### src/rtl/jts16_rowscr_fetch_pkg.sv
// jts16_rowscr_fetch_pkg: fetch FSM states and default row-scroll table addresses
package jts16_rowscr_fetch_pkg;
  typedef enum logic [1:0] {
    IDLE = 2'd0,
    REQ1 = 2'd1,
    REQ2 = 2'd2,
    DONE = 2'd3
  } state_e;
  localparam logic [10:0] TBL1_DEF = 11'h7C0;
  localparam logic [10:0] TBL2_DEF = 11'h7E0;
  localparam logic [7:0]  TOUT_DEF = 8'd200;
  function automatic logic [15:0] hpos15(input logic [14:0] v);
    return {1'b0, v};
  endfunction
endpackage

### src/rtl/jts16_rowscr_fetch.sv
// jts16_rowscr_fetch: per-line row-scroll fetch from text RAM replacing the MMR hpos of both tile layers
module jts16_rowscr_fetch
  import jts16_rowscr_fetch_pkg::*;
#(
  parameter logic [10:0] TBL1 = TBL1_DEF,
  parameter logic [10:0] TBL2 = TBL2_DEF,
  parameter logic [7:0]  TOUT = TOUT_DEF
) (
  input  logic        clk,
  input  logic        rst,
  input  logic        hs_i,
  input  logic [8:0]  vrender_i,
  input  logic        rowscr1_en_i,
  input  logic        rowscr2_en_i,
  input  logic [15:0] scr1_hpos_i,
  input  logic [15:0] scr2_hpos_i,
  output logic [10:0] ram_addr_o,
  output logic        ram_req_o,
  input  logic        ram_ack_i,
  input  logic [15:0] ram_data_i,
  output logic [15:0] hpos1_line_o,
  output logic [15:0] hpos2_line_o,
  output logic        busy_o,
  output logic        overrun_o
);
  state_e      state_q;
  logic        hs_q, slot_q, en2_q;
  logic [4:0]  row_q;
  logic [7:0]  cnt_q;
  logic [15:0] pend1_q, pend2_q;
  logic        ack, tout;
  logic [7:0]  cnt_inc;
  logic [15:0] ram_word;
  logic        unused_bits;
  assign unused_bits = &{1'b0, vrender_i[8], vrender_i[2:0], scr1_hpos_i[15], scr2_hpos_i[15], ram_data_i[15]};
  // an ack only counts while our own request is on the bus
  assign ack      = ram_ack_i & ram_req_o;
  assign cnt_inc  = cnt_q + 8'd1;
  assign tout     = ram_req_o & ~ram_ack_i & (cnt_inc == TOUT);
  assign ram_word = hpos15(ram_data_i[14:0]);
  assign busy_o   = state_q != IDLE;
  always_ff @(posedge clk or posedge rst) begin
    if (rst) begin
      state_q      <= IDLE;
      hs_q         <= 1'b0;
      slot_q       <= 1'b0;
      en2_q        <= 1'b0;
      row_q        <= '0;
      cnt_q        <= '0;
      pend1_q      <= '0;
      pend2_q      <= '0;
      ram_addr_o   <= '0;
      ram_req_o    <= 1'b0;
      hpos1_line_o <= '0;
      hpos2_line_o <= '0;
      overrun_o    <= 1'b0;
    end else begin
      hs_q   <= hs_i;
      slot_q <= hs_i & ~hs_q;
      if (slot_q) begin
        hpos1_line_o <= pend1_q;
        hpos2_line_o <= pend2_q;
        pend1_q      <= hpos15(scr1_hpos_i[14:0]);
        pend2_q      <= hpos15(scr2_hpos_i[14:0]);
        row_q        <= vrender_i[7:3];
        en2_q        <= rowscr2_en_i;
        cnt_q        <= '0;
        ram_req_o    <= 1'b0;
        if (state_q != IDLE) overrun_o <= 1'b1;
        state_q <= rowscr1_en_i ? REQ1 : rowscr2_en_i ? REQ2 : DONE;
      end else begin
        case (state_q)
          REQ1, REQ2: begin
            if (ack) begin
              if (state_q == REQ1) pend1_q <= ram_word;
              else pend2_q <= ram_word;
              ram_req_o <= 1'b0;
              cnt_q     <= '0;
              state_q   <= (state_q == REQ1 && en2_q) ? REQ2 : DONE;
            end else if (tout) begin
              ram_req_o <= 1'b0;
              cnt_q     <= '0;
              overrun_o <= 1'b1;
              state_q   <= DONE;
            end else begin
              ram_req_o  <= 1'b1;
              ram_addr_o <= (state_q == REQ1 ? TBL1 : TBL2) + {6'd0, row_q};
              if (ram_req_o) cnt_q <= cnt_inc;
            end
          end
          DONE:    state_q <= IDLE;
          default: state_q <= IDLE;
        endcase
      end
    end
  end
endmodule

### config.mk
export PLATFORM = sky130hd
export DESIGN_NAME = jts16_rowscr_fetch
export DESIGN_NICKNAME = d
export VERILOG_FILES = /design/src/rtl/jts16_rowscr_fetch_pkg.sv /design/src/rtl/jts16_rowscr_fetch.sv
export SDC_FILE = /design/constraint.sdc
export NUM_CORES = 1
export LEC_CHECK = 0
export BUFFER_PORTS_ARGS = -buffer_cell sky130_fd_sc_hd__clkbuf_2
export CAP_MARGIN = 20
export CORE_AREA = 2 2 86 88
export DETAILED_ROUTE_END_ITERATION = 10
export DIE_AREA = 0 0 88 90
export PLACE_DENSITY = 0.83
export SYNTH_ARGS = -nofsm -noshare
export SYNTH_HDL_FRONTEND = slang
export SYNTH_SLANG_ARGS = --single-unit
### constraint.sdc
create_clock -name clk -period 4.6 [get_ports clk]
set_clock_uncertainty 0.1 [all_clocks]
set_input_delay 0.23 -clock clk [delete_from_list [all_inputs] [get_ports clk]]
set_output_delay 0.23 -clock clk [all_outputs]
set_load 0.01 [all_outputs]
==> results.json, run 1 <==
{
  "final_layout_size_suffix_gt1_share_pct": 39.8,
  "critical_path.endpoint_type": "flop",
  "initial_antenna_violation_count": 0,
  "areaGrowthSynthToFinish_pct": 20.1,
  "post_drt_wl_per_cell_um": 14.3,
  "floorplan.die_area_um2": 7920,
  "ant_nets": 0,
  "seq_area_frac_synth_pct": 57.6,
  "gr-usage-all-layers_pct": 21.0,
  "tritoncts_buffers": 9,
  "cellLeakagePower_nw": 2.17,
  "first_iter_violations": 193,
  "vias": 2722,
  "resize_count_post_cts": 0,
  "numClockSinks": 87,
  "fin_crit_sh_pct": 52.1,
  "clkLatencyLatePin_ns": 0.35,
  "cts_root_buf": "sky130_fd_sc_hd__clkbuf_8",
  "multi_input_comb_area_um2": 1470,
  "largest_net_degree_at_the_start_of_global_routing": 94,
  "synth_top_cell_by_area": "sky130_fd_sc_hd__dfrtp_1",
  "ir_drop_uv": 284,
  "timing.critical_path.from_type": "flop",
  "asyncSetResetFlopFracSynth_pct": 100,
  "place_hpwl_um": 5440,
  "drt-total-wl_um": 7580,
  "worst_ep_required_time_ns": 4.73,
  "postSynthRegisterBits": 87,
  "nets": 494,
  "outcome": "finished clean",
  "dieWidth_um": 88,
  "tightestPinTransition_ns": 1.00,
  "io_buffers": 99,
  "wire_length_of_the_first_global_routing_pass_um": 13000,
  "first_global_vias": 2652,
  "ios": 109,
  "drv.max_cap_violation_count": 0,
  "final_core_utilization_pct": 64.7,
  "timing.final.crit_period_ns": 2.40,
  "pwr_density_cell_nw_per_um2": 550,
  "syn_avg_cell_area_um2": 11.3,
  "n_antenna_cell": 0,
  "highest_clock_rate_mhz": 417,
  "tritoncts": "done",
  "synth.top_cells.by_area": "sky130_fd_sc_hd__dfrtp_1 58%, sky130_fd_sc_hd__mux2_2 12%, sky130_fd_sc_hd__o21ai_0 4.8%",
  "globalRouteOverflowTotal": 0,
  "die_height_um": 90,
  "gp_routability_congestion": 0.820,
  "synth_most_common_cell": "sky130_fd_sc_hd__dfrtp_1",
  "clockBufferDepth": 2,
  "synth_enable_flop_cells": 0,
  "synth_top_area_share_pct": 57.6,
  "critPathArrivalTime_ns": 2.53,
  "ys.flop_type": "sky130_fd_sc_hd__dfrtp_1",
  "yosys_warnings": 0,
  "htree_num_levels": 3,
  "grt_setup_unrepaired": "no",
  "stdcell_area_um2": 4540,
  "yosys-top-cells-count": "87 x sky130_fd_sc_hd__dfrtp_1, 41 x sky130_fd_sc_hd__nand2_1, 39 x sky130_fd_sc_hd__mux2_2",
  "fillCellCount": 581,
  "hold-worst-slack_ns": 0.0167,
  "worst_slew_margin_rel_pct": 33.1,
  "avgViaCountPerCell": 5.13,
  "dr.pass1.iters": 4,
  "dpl-instance-area_um2": 4320,
  "finalHoldViolCount": 0,
  "critPathKind": "reg -> reg",
  "coreArea_um2": 7020,
  "post-route-drc-count": 0,
  "setup_viol": 0,
  "core.rowCount": 31,
  "syn-instance-count": 336,
  "yosysUniqueCellTypes": 40,
  "clkSlewWorstSetupHoldPaths_ns": 0.08,
  "finalSetupTns_ns": 0,
  "register_area_um2": 2180,
  "slew_violations": 0,
  "timing.hold.worst.class": "in -> reg",
  "floorplan.initialDensity_pct": 53.9,
  "crit_path_max_fanout": 93,
  "syn_area_um2": 3780
}
per-layer routing:
| metal | share of wire [%] | GRT usage (%) | wire length, µm | up-vias |
|---|---|---|---|---|
| met3 | 4.2 | 3.95 | 322 | 15 |
| met4 | 2.3 | 8.72 | 178 | 0 |
| met2 | 49 | 31.8 | 3700 | 75 |
| li1 | - | - | - | 1334 |
| met1 | 45 | 29.8 | 3390 | 1298 |
| met5 | 0 | 0 | 0 | - |
state kept, by name (all words and copies together), names as in the netlist:
name,flops
slot_q,1
ram_addr_o,7
hs_q,1
hpos1_line_o,15
cnt_q,8
pend1_q,15
pend2_q,15
ram_req_o,1
row_q,5
state_q,2
hpos2_line_o,15
overrun_o,1
en2_q,1
cell type report:
class	instances	area share, %
multi-input combinational	219	32.4
timing repair buffer	105	12.1
clock buffer	9	2.73
inverter	6	0.523
clock inverter	6	1.57
sequential	87	48.0
tap	99	2.73
logic make-up (layout without fill, tap and decap cells):
logic type,count (synthesis),count (layout),share of synthesized area (%)
buf+inv,31,126,3.97
other cells,1,2,0.0991
mux,42,42,12.7
simple gates,84,84,10.9
compound gates,86,86,13.4
xor+xnor,2,2,0.463
fa+ha+maj,3,3,0.992
flops,87,87,57.6
worst max-delay path: stages, from the launching register on:
cell                       delay [ns]
sky130_fd_sc_hd__dfrtp_4         0.83
sky130_fd_sc_hd__or2b_2          0.48
sky130_fd_sc_hd__a211oi_4        0.47
sky130_fd_sc_hd__mux2_2          0.39
where the power goes:
group,internal (W),switching [W]
logic,0.000375,0.000395
clock network,0.000252,0.000272
registers,0.00104,0.000166
per-stage QoR:
| step | setup WS, ns | std cells | power (W) |
|---|---|---|---|
| global placement | 2.19 | 513 | 0.00196 |
| finish | 2.20 | 531 | 0.00250 |
| detailed placement | 2.16 | 513 | 0.00200 |
| CTS | 2.15 | 531 | 0.00253 |
| floorplan | 2.02 | 337 | 0.00170 |
| global route | 2.09 | 531 | 0.00267 |
layout by cell type (no fill, tap or decap), drive strengths merged, types with 2 or more instances in the layout:
cell	instances
a31oi	2
conb	2
clkinv	3
nand4	3
or2	3
nand3	4
ha	3
dfrtp	87
nor2b	16
a21oi	35
dlygate4sd3	3
o21ai	37
a22o	2
clkbuf	108
nand2	41
or2b	3
and2	3
mux2	41
a211oi	2
inv	6
o31ai	2
nor2	7
clkinvlp	2
buf	3
worst paths after layout:
kind	start	endpoint	slack, ns	depth (start not counted)
worst max-delay path	slot_q	ram_addr_o[2]	2.20	3
worst min-delay path	vrender_i[4]	row_q[1]	0.02	2
worst max register to register	slot_q	ram_addr_o[2]	2.20	3
worst min register to register	hs_q	slot_q	0.29	1
max in group asynchronous	rst	slot_q	2.92	4
min in group asynchronous	rst	pend1_q[7]	0.42	3
what timing repair did:
action	in CTS	in global routing
setup buffers	0	0
hold endpoints to repair	45	0
hold buffers	3	0
(Power assumes the default switching activity.)
==> run 2, diff against run 1 <==
CORE_AREA = 2 2 93 95   (was 2 2 86 88)
DIE_AREA = 0 0 95 97   (was 0 0 88 90)
PLACE_DENSITY = 0.75   (was 0.83)
clock period = 2.15 ns   (was 4.6 ns; I/O delays follow)
==> results.json, run 2 (synthesis results as in run 1) <==
{
  "fillCellCount": 640,
  "cellLeakagePower_nw": 2.38,
  "finalHoldViolCount": 0,
  "first_global_vias": 2925,
  "htree_num_levels": 3,
  "crit_path_max_fanout": 9,
  "post-route-drc-count": 0,
  "nets": 537,
  "outcome": "finished clean",
  "core.rowCount": 33,
  "tightestPinTransition_ns": 0.653,
  "ant_nets": 0,
  "globalRouteOverflowTotal": 0,
  "fin_crit_sh_pct": 95.9,
  "n_antenna_cell": 0,
  "coreArea_um2": 8130,
  "drt-total-wl_um": 8680,
  "setup_viol": 0,
  "grt_setup_unrepaired": "no",
  "timing.critical_path.from_type": "flop",
  "multi_input_comb_area_um2": 1470,
  "floorplan.initialDensity_pct": 46.5,
  "wire_length_of_the_first_global_routing_pass_um": 14400,
  "floorplan.die_area_um2": 9220,
  "first_iter_violations": 161,
  "place_hpwl_um": 5800,
  "drv.max_cap_violation_count": 0,
  "ir_drop_uv": 569,
  "critPathKind": "reg -> reg",
  "tritoncts": "done",
  "pre_cts_ws_ns": 0.0734,
  "areaGrowthSynthToFinish_pct": 32.9,
  "most-common-layout-cells": "99 x sky130_fd_sc_hd__clkbuf_2, 86 x sky130_fd_sc_hd__dfrtp_1, 41 x sky130_fd_sc_hd__nand2_1",
  "die_height_um": 97,
  "slew_violations": 0,
  "post_drt_wl_per_cell_um": 14.9,
  "worst_slew_margin_rel_pct": 56.4,
  "cp_cell_sequence": "and3_1 -> nand4_1 -> a2111oi_4 -> a211oi_4 -> buf_12 -> mux2_4",
  "tritoncts_buffers": 9,
  "critPathArrivalTime_ns": 2.20,
  "final_core_utilization_pct": 61.8,
  "cts_root_buf": "sky130_fd_sc_hd__clkbuf_8",
  "r2r_slack_ns": 0.09,
  "layout_setup_ws_ns": 0.0884,
  "finalSetupTns_ns": 0,
  "timing.final.crit_period_ns": 2.06,
  "largest_net_degree_at_the_start_of_global_routing": 93,
  "timing.hold.worst.class": "in -> reg",
  "critical_path.max_stage_delay_ns": 0.47,
  "io_buffers": 99,
  "clkLatencyLatePin_ns": 0.35,
  "post-cts-setup-buffer-count": 0,
  "gp_routability_congestion": 0.807,
  "vias": 2923,
  "worst_ep_required_time_ns": 2.28,
  "ios": 109,
  "critical_path.endpoint_type": "flop",
  "dieWidth_um": 95,
  "clkSlewWorstSetupHoldPaths_ns": 0.09,
  "final_common_cell": "sky130_fd_sc_hd__clkbuf_2",
  "final_layout_size_suffix_gt1_share_pct": 38.2,
  "clockBufferDepth": 2,
  "initial_antenna_violation_count": 0,
  "avgViaCountPerCell": 5.03,
  "numClockSinks": 87,
  "pwr_density_cell_nw_per_um2": 1110,
  "dr.pass1.iters": 4,
  "gr-usage-all-layers_pct": 20.4,
  "highest_clock_rate_mhz": 485,
  "total_power_w": 0.00558,
  "hold-worst-slack_ns": 0.0224,
  "register_area_um2": 2180,
  "crit_slowest_cell": "sky130_fd_sc_hd__a2111oi_4"
}
[run 2: cell count changes in the layout (fill, tap and decap cells not counted), sizes merged]
cell / previous run / this run
buf: 3 / 11
dlygate4sd3: 3 / 38
inv: 6 / 7
[run 2: cell type report]
class,count,share of cell area (%)
Clock buffer,9,2.46
Clock inverter,7,1.62
Inverter,6,0.523
Multi-Input combinational cell,219,29.3
Sequential cell,87,43.4
Tap cell,105,2.61
Timing Repair Buffer,148,20.1
[run 2: path summary, 6_finish.rpt]
check,start,to,cells after the start
min reg2reg,hs_q,slot_q,1
min,scr2_hpos_i[13],pend2_q[13],3
max reg2reg,cnt_q[2],ram_addr_o[0],6
max,cnt_q[2],ram_addr_o[0],6
max in group asynchronous,rst,hpos2_line_o[4],4
min in group asynchronous,rst,cnt_q[7],3
[run 2: repair_timing]
action,CTS,global route
setup endpoints to repair,0,9
hold endpoints to repair,63,0
hold buffers,38,0
gates resized for setup,0,1
[run 2: critical path: cells and delay by family, from the launching register on]
family | cells | cell delay, ns
AOI/OAI and AO/OA | 2 | 0.60
DFF | 1 | 0.45
and+or+nand+nor | 2 | 0.34
muxes | 1 | 0.29
buffers and inverters | 1 | 0.17
[run 2: stage by stage]
stage	area, µm²	std cells
floorplan	3790	337
finish	5030	581
global route	5030	581
global placement	4440	527
CTS	5020	581
detailed placement	4440	527
[run 2: metal layers]
layer	GRT usage (%)	wire length [µm]	part of all wire, %
met3	3.66	473	5.4
met1	28.8	3970	46
met4	8.14	197	2.3
met2	31.2	4040	47
met5	0	0	0
[run 2: where the power goes]
part,switching [W],internal [W],leakage (nW)
registers,0.000320,0.00223,1.08
logic,0.000933,0.000944,1.20
clock network,0.000604,0.000551,0.100
total,0.00186,0.00372,2.38
==> run 3, diff against run 2 <==
REMOVE_ABC_BUFFERS = 1   (was unset)
==> results.json, run 3 (synthesis results as in run 1) <==
{
  "gr-usage-all-layers_pct": 19.0,
  "core.rowCount": 33,
  "globalRouteOverflowTotal": 0,
  "n_antenna_cell": 0,
  "dpl-instance-area_um2": 4410,
  "final_cells": 586,
  "layout_setup_ws_ns": 0.0850,
  "fillCellCount": 674,
  "dieWidth_um": 95,
  "grt_setup_unrepaired": "yes",
  "nets": 542,
  "timing.final.crit_period_ns": 2.06,
  "cts_root_buf": "sky130_fd_sc_hd__clkbuf_8",
  "pre_cts_ws_ns": 0.0356,
  "post_drt_wl_per_cell_um": 14.0,
  "io_buffers": 99,
  "gp_routability_congestion": 0.839,
  "finalSetupTns_ns": 0,
  "timing.critical_path.from_type": "flop",
  "first_global_vias": 2887,
  "wire_length_of_the_first_global_routing_pass_um": 13600,
  "dr.pass1.iters": 4,
  "timing.hold.worst.class": "in -> reg",
  "cellLeakagePower_nw": 2.40,
  "worst_ep_required_time_ns": 2.28,
  "critPathArrivalTime_ns": 2.19,
  "coreArea_um2": 8130,
  "fin_crit_sh_pct": 96.0,
  "die_height_um": 97,
  "pwr_density_cell_nw_per_um2": 1100,
  "slew_violations": 0,
  "ios": 109,
  "tritoncts": "done",
  "largest_net_degree_at_the_start_of_global_routing": 88,
  "first_iter_violations": 78,
  "stdcell_area_um2": 5040,
  "placed_cells": 528,
  "initial_antenna_violation_count": 0,
  "critPathKind": "reg -> reg",
  "finalHoldViolCount": 0,
  "ir_drop_uv": 677,
  "tightestPinTransition_ns": 0.576,
  "hold-worst-slack_ns": 0.00641,
  "areaGrowthSynthToFinish_pct": 33.1,
  "clkSlewWorstSetupHoldPaths_ns": 0.09,
  "final_layout_size_suffix_gt1_share_pct": 38.9,
  "critical_path.endpoint_type": "flop",
  "clockBufferDepth": 2,
  "floorplan.initialDensity_pct": 46.5,
  "place_hpwl_um": 5240,
  "drv.max_cap_violation_count": 0,
  "highest_clock_rate_mhz": 484,
  "setup_viol": 0,
  "most-common-layout-cells": "99 x sky130_fd_sc_hd__clkbuf_2, 86 x sky130_fd_sc_hd__dfrtp_1, 41 x sky130_fd_sc_hd__nand2_1",
  "tritoncts_buffers": 9,
  "drt-total-wl_um": 8190,
  "crit_path_max_fanout": 5,
  "outcome": "finished clean",
  "numClockSinks": 87,
  "avgViaCountPerCell": 4.87,
  "vias": 2851,
  "floorplan.die_area_um2": 9220,
  "final_common_cell": "sky130_fd_sc_hd__clkbuf_2",
  "ant_nets": 0,
  "htree_num_levels": 3,
  "post-route-drc-count": 0,
  "worst_slew_margin_rel_pct": 61.6,
  "clkLatencyLatePin_ns": 0.35
}
==> run 3: path summary, 6_finish.rpt <==
path / slack (ns) / to / startpoint / cells after the start
max: 0.09 / ram_addr_o[4] / cnt_q[3] / 6
min: 0.006 / pend2_q[2] / scr2_hpos_i[2] / 3
max reg2reg: 0.09 / ram_addr_o[4] / cnt_q[3] / 6
min reg2reg: 0.29 / slot_q / hs_q / 1
max in group asynchronous: 1.28 / cnt_q[2] / rst / 4
min in group asynchronous: 0.29 / row_q[0] / rst / 4
==> run 3: layout make-up <==
class,instances,area [µm²],area share (%)
flip-flops and latches,87,2180,43.3
multi-input cells,220,1500,29.7
repair buffers,152,1000,19.9
well taps,105,131,2.61
clock buffers,9,124,2.46
clock inverters,7,77.6,1.54
inverters,6,23.8,0.472
==> run 3: repair_timing <==
| action | in CTS | in global routing |
|---|---|---|
| setup buffers | 0 | 2 |
| endpoints found under the hold margin | 127 | 0 |
| resized for setup | 0 | 2 |
| endpoints found under the setup margin | 0 | 9 |
| hold buffers | 39 | 0 |
==> run 3: power breakdown <==
| part | internal [W] | leakage [nW] | total (W) | switching [W] |
|---|---|---|---|---|
| Clock | 0.000552 | 0.106 | 0.00116 | 0.000604 |
| Sequential | 0.00223 | 1.08 | 0.00255 | 0.000317 |
| Combinational | 0.000907 | 1.22 | 0.00185 | 0.000938 |
| Total | 0.00369 | 2.40 | 0.00555 | 0.00186 |
==> run 3: through the flow <==
stage	utilization (%)	total power (W)
2_1_floorplan	-	0.00359
3_3_place_gp	54.2	0.00426
3_5_place_dp	54.2	0.00435
4_1_cts	61.4	0.00558
5_1_grt	61.9	0.00594
6_report	61.9	0.00555
==> run 3: worst max-delay path: stages (launching register included) <==
cell	delay, ns
sky130_fd_sc_hd__dfrtp_1	0.43
sky130_fd_sc_hd__and2_2	0.22
sky130_fd_sc_hd__mux2i_2	0.22
sky130_fd_sc_hd__a2111oi_4	0.07
sky130_fd_sc_hd__buf_4	0.17
sky130_fd_sc_hd__a211oi_4	0.36
sky130_fd_sc_hd__mux2_2	0.38
==> run 3: per-layer routing <==
metal	global-route usage, %	wire, µm
met5	0	0
met4	6.35	80
met3	3.27	293
met2	31.9	4160
met1	24.9	3660
